$ cat config.mk
export PLATFORM = sky130hd
export DESIGN_NAME = comp_csr_arbiter
export DESIGN_NICKNAME = d
export VERILOG_FILES = /design/src/rtl/comp_csr_arbiter.sv
export SDC_FILE = /design/constraint.sdc
export NUM_CORES = 1
export LEC_CHECK = 0
export ABC_AREA = 1
export CAP_MARGIN = 20
export CORE_AREA = 2 2 117 119
export DETAILED_ROUTE_END_ITERATION = 8
export DIE_AREA = 0 0 119 121
export GPL_TIMING_DRIVEN = 0
export PLACE_DENSITY = 0.89
export SLEW_MARGIN = 10
export SYNTH_ARGS = -nofsm -noshare
export SYNTH_HDL_FRONTEND = slang
export SYNTH_SLANG_ARGS = --single-unit
$ cat constraint.sdc
create_clock -name clk -period 3.15 [get_ports clk]
set_clock_uncertainty 0.15 [all_clocks]
set_input_delay 0.63 -clock clk [delete_from_list [all_inputs] [get_ports clk]]
set_output_delay 0.63 -clock clk [all_outputs]
set_load 0.03 [all_outputs]
$ cat src/rtl/comp_csr_arbiter.sv
// Round-robin share of the comparator CSR slave among NUM_MASTERS cores; IDLE->BUSY->GAP, 3 + slave-latency cycles per access.
// Losers and waiting cores see waitrequest=1; optional BUSY watchdog under `define COMP_ARB_TIMEOUT_EN.
module comp_csr_arbiter #(
    parameter int NUM_MASTERS    = 4,
    parameter int ADDR_WIDTH     = 8,
    parameter int DATA_WIDTH     = 32,
    parameter int TIMEOUT_CYCLES = 64
) (
    input  logic                                clk,
    input  logic                                reset_n,
    input  logic [NUM_MASTERS*ADDR_WIDTH-1:0]   m_address,
    input  logic [NUM_MASTERS-1:0]              m_read,
    input  logic [NUM_MASTERS-1:0]              m_write,
    input  logic [NUM_MASTERS*DATA_WIDTH-1:0]   m_writedata,
    output logic [DATA_WIDTH-1:0]               m_readdata,
    output logic [NUM_MASTERS-1:0]              m_waitrequest,
    output logic [ADDR_WIDTH-1:0]               s_address,
    output logic                                s_read,
    output logic                                s_write,
    output logic [DATA_WIDTH-1:0]               s_writedata,
    input  logic [DATA_WIDTH-1:0]               s_readdata,
    input  logic                                s_waitrequest,
    output logic [$clog2(NUM_MASTERS)-1:0]      grant_id,
    output logic                                timeout_flag
);
    localparam int GW = $clog2(NUM_MASTERS);

    typedef enum logic [1:0] {ST_IDLE, ST_BUSY, ST_GAP} state_t;

    state_t                  r_state, w_next;
    logic [GW-1:0]           r_grant, r_last, w_win, w_idx;
    logic                    w_any, w_done, w_tmo;
    logic [NUM_MASTERS-1:0]  w_req;
    logic [ADDR_WIDTH-1:0]   r_addr;
    logic [DATA_WIDTH-1:0]   r_wdata, r_rdata, w_rdata_now;
    logic                    r_rd, r_wr;

    assign w_req = m_read | m_write;

    // Scan starts one past the last completed grant and wraps at NUM_MASTERS.
    always_comb begin
        w_any = 1'b0;
        w_win = '0;
        w_idx = r_last;
        for (int k = 0; k < NUM_MASTERS; k++) begin
            w_idx = (w_idx == GW'(NUM_MASTERS - 1)) ? '0 : w_idx + 1'b1;
            if (!w_any && w_req[w_idx]) begin
                w_any = 1'b1;
                w_win = w_idx;
            end
        end
    end

    assign w_done      = (r_state == ST_BUSY) && (!s_waitrequest || w_tmo);
    assign w_rdata_now = w_tmo ? DATA_WIDTH'(32'hDEAD_BEEF) : s_readdata;

    always_comb begin
        w_next = r_state;
        case (r_state)
            ST_IDLE: if (w_any)  w_next = ST_BUSY;
            ST_BUSY: if (w_done) w_next = ST_GAP;
            ST_GAP:              w_next = ST_IDLE;
            default:             w_next = ST_IDLE;
        endcase
    end

    always_ff @(posedge clk or negedge reset_n) begin
        if (!reset_n) begin
            r_state <= ST_IDLE;
            r_grant <= '0;
            r_last  <= GW'(NUM_MASTERS - 1);
            r_addr  <= '0;
            r_wdata <= '0;
            r_rd    <= 1'b0;
            r_wr    <= 1'b0;
            r_rdata <= '0;
        end else begin
            r_state <= w_next;
            if (r_state == ST_IDLE && w_any) begin
                r_grant <= w_win;
                r_addr  <= m_address[int'(w_win)*ADDR_WIDTH +: ADDR_WIDTH];
                r_wdata <= m_writedata[int'(w_win)*DATA_WIDTH +: DATA_WIDTH];
                r_wr    <= m_write[w_win];
                r_rd    <= m_read[w_win] & ~m_write[w_win];
            end
            if (w_done) begin
                r_last  <= r_grant;
                r_rdata <= w_rdata_now;
            end
        end
    end

    always_comb begin
        m_waitrequest = '1;
        if (w_done) m_waitrequest[r_grant] = 1'b0;
    end

    assign m_readdata  = w_done ? w_rdata_now : r_rdata;
    assign s_read      = (r_state == ST_BUSY) && r_rd;
    assign s_write     = (r_state == ST_BUSY) && r_wr;
    assign s_address   = r_addr;
    assign s_writedata = r_wdata;
    assign grant_id    = r_grant;

`ifdef COMP_ARB_TIMEOUT_EN
    localparam int CW = $clog2(TIMEOUT_CYCLES + 1);

    logic [CW-1:0] r_cnt;
    logic          r_tmo_flag;

    assign w_tmo        = (r_state == ST_BUSY) && s_waitrequest && (r_cnt == CW'(TIMEOUT_CYCLES - 1));
    assign timeout_flag = r_tmo_flag;

    always_ff @(posedge clk or negedge reset_n) begin
        if (!reset_n) begin
            r_cnt      <= '0;
            r_tmo_flag <= 1'b0;
        end else begin
            if (r_state != ST_BUSY)
                r_cnt <= '0;
            else if (s_waitrequest && !w_tmo)
                r_cnt <= r_cnt + 1'b1;
            if (w_tmo) r_tmo_flag <= 1'b1;
        end
    end
`else
    logic w_unused;
    assign w_unused     = ^TIMEOUT_CYCLES;
    assign w_tmo        = 1'b0;
    assign timeout_flag = 1'b0;
`endif

endmodule
==> flow_metrics.env <==
export IMPL_p_total_w=0.0104
export IMPL_synth_xor_area_frac=0
export IMPL_grt_pass1_vias=5936
export IMPL_drive_above_1_share=0.0981
export IMPL_cts_sinks=80
export IMPL_holdCritPathClass="input pin to asynchronous set/reset pin"
export IMPL_synth_nets=1007
export IMPL_nFillCells=1105
export IMPL_finalSetupViolations=0
export IMPL_synth_common_cells="nand2_1, nand3_1, inv_1"
export IMPL_post_dp_hpwl_um=14400
export IMPL_clk_pin_slew_ps=60
export IMPL_hold_viol=0
export IMPL_syn_mean_instance_area_um2=6.46
export IMPL_grt_overflow=0
export IMPL_synth_compound_area_share=0.00940
export IMPL_finalInstanceArea_mm2=0.00852
export IMPL_stdcell_count=1277
export IMPL_synthTopCellsByArea="dfrtp_1, nand2_1, nand3_1"
export IMPL_synth_async_reset_ratio=1.00
export IMPL_drt_pass1_iter_count=4
export IMPL_p_per_area_mw_per_mm2=1220
export IMPL_drv_slew=0
export IMPL_grt_usage=0.256
export IMPL_io_pins=284
export IMPL_hold_ws_ps=36.7
export IMPL_synth_edf_count=0
export IMPL_fin_crit_sh=0.969
export IMPL_relSlewSlack=0.652
export IMPL_cts_buffer_depth=2
export IMPL_synth_top_area_cell="dfrtp_1"
export IMPL_vdd_drop_max_v=0.000644
export IMPL_place_area_mm2=0.00826
export IMPL_synth_seq_cells=80
export IMPL_yosysWarnings=0
export IMPL_die_x_um=119
export IMPL_synth_ff_type="dfrtp_1"
export IMPL_root_buffer="clkbuf_16"
export IMPL_crit_required_ps=2370
export IMPL_die_area_mm2=0.0144
export IMPL_worstPathArrival_ps=2270
export IMPL_reg2reg_to="s_writedata[21]"
export IMPL_fp_dieH_um=121
export IMPL_worst_setup_path_end_kind="primary output"
export IMPL_ys_seq_area_frac=0.386
export IMPL_drc=0
export IMPL_antenna_cells=0
export IMPL_start_kind="input pin"
export IMPL_nets=1300
export IMPL_synth_area_mm2=0.00519
export IMPL_yosys_area_share_simple=0.461
export IMPL_rsz0062_at_grt="no"
export IMPL_cts_tree="yes"
export IMPL_critPathKind="input pin to primary output"
export IMPL_path_max_fanout=10
export IMPL_clk_latency_ps=340
export IMPL_yosys_area_share_adder=0.00241
export IMPL_ant_nets=0
export IMPL_yosys_cell_types_count=29
export IMPL_core_area_mm2=0.0131
export IMPL_grt_max_degree=61
export IMPL_gp_congestion=0.881
export IMPL_wire_per_inst_um=14.4
export IMPL_dpl_cell_count=1262
export IMPL_r2r_slack_ps=220
export IMPL_syn_inst=803
export IMPL_max_cap_violations=0
export IMPL_vias=6076
export IMPL_synth_top_family_by_area="simple AND/OR/NAND/NOR gates"
export IMPL_area_growth_pct=64.2
export IMPL_layout_min_cycle_time_ps=3050
export IMPL_synth_area_mux_share=0
export IMPL_synth_most_common_cell="nand2_1"
export IMPL_leakage_nw=4.45
export IMPL_cts_inserted_buffers=9
export IMPL_drtIter0Drc=281
export IMPL_ctsHtreeMaxLevel=3
export IMPL_ctsHoldBuffers=0
export IMPL_tightest_slew_ps=522
export IMPL_status="finished, final reports clean"
export IMPL_r2r_start="r_last[0]"
export IMPL_antenna_found_initial=0
export IMPL_viasPerCell=4.76
export IMPL_rows=42
export IMPL_initial_utilization=0.397
export IMPL_routed_wl_um=18400
export IMPL_max_clock_freq_mhz=328
export IMPL_grt_pass1_wl_um=29100
export IMPL_ff2ff_path_depth=14
export IMPL_io_buffers=282
export IMPL_post_synth_top_area_fraction=0.376
-- critical path, cell delays in order --
cell	delay, ps
clkdlybuf4s50_1	460
nor2_2	210
clkbuf_2	260
nand3_1	90
clkdlybuf4s50_1	610
-- stage by stage --
stage / setup TNS [ps] / setup slack [ps] / util
3_5_place_dp: -12790 / -670 / 0.631
2_1_floorplan: 0 / 646 / -
6_report: 0 / 99.2 / 0.651
4_1_cts: 0 / 12.1 / 0.653
5_1_grt: 0 / 1.74 / 0.651
3_3_place_gp: -142880 / -1670 / 0.629
-- layout make-up --
class	instances	area [um2]	area share
inverters	134	504	0.0592
well taps	176	220	0.0258
plain buffers	40	233	0.0273
flip-flops and latches	80	2000	0.235
multi-input cells	548	2460	0.289
clock inverters	5	38.8	0.00455
repair buffers	283	2810	0.330
clock buffers	11	253	0.0297
-- layer usage --
layer	up-vias	wire length (um)	track usage	part of all wire
li1	3005	-	-	-
met1	2757	7410	0.305	0.40
met2	271	9020	0.436	0.49
met3	43	1390	0.0667	0.076
met4	0	595	0.112	0.032
met5	-	0	0	0
-- power breakdown --
group          switching (W)  internal [W]  leakage [nW]
logic                0.00481       0.00272          3.33
registers           0.000251       0.00158         0.978
clock network       0.000448      0.000582         0.142
total                0.00551       0.00488          4.45
-- flip-flops by register name (all words and copies together), names as in the netlist --
signal / flops
grant_id: 2
r_state: 2
r_rd: 1
r_wr: 1
s_address: 8
r_rdata: 32
s_writedata: 32
r_last: 2
-- worst max-delay path by stage --
stage	from	endpoint	slack (ps)
after floorplan	r_last[0]	s_address[4]	650
after global placement	reset_n	s_writedata[31]	-1670
after detailed placement	s_waitrequest	m_readdata[18]	-670
after CTS	s_waitrequest	m_readdata[18]	10
after global routing	r_last[0]	s_writedata[14]	2
final	s_waitrequest	m_waitrequest[0]	100
-- logic make-up after synthesis --
kind of cell | count (synthesis)
and+or+nand+nor | 539
buffers and inverters | 175
DFF | 80
AOI/OAI and AO/OA | 7
adders and majority gates | 1
other | 1
-- what timing repair did --
action,CTS,global route
pin swaps,0,0
resized for setup,53,14
setup buffers,0,0
setup endpoints to repair,36,14
-- placed cells by master (no fill, tap or decap), types with 2 or more instances in the layout --
master / count
buf_6: 3
buf_4: 9
clkinv_2: 2
or2_1: 7
dfstp_2: 2
clkbuf_2: 12
nor2_1: 8
clkinv_4: 2
clkbuf_8: 2
clkdlybuf4s50_1: 246
nand3_1: 154
dfrtp_1: 78
nand2_2: 6
buf_2: 14
dlygate4sd2_1: 22
nand4_1: 2
nor2_4: 3
nand2_1: 314
or2_2: 27
clkdlybuf4s15_2: 5
clkbuf_16: 9
inv_1: 130
or2_0: 13
nor2_2: 3
o21ai_0: 4
inv_2: 2
clkbuf_1: 7
dlymetal6s2s_1: 3
Power figures use the tool's default switching activity.
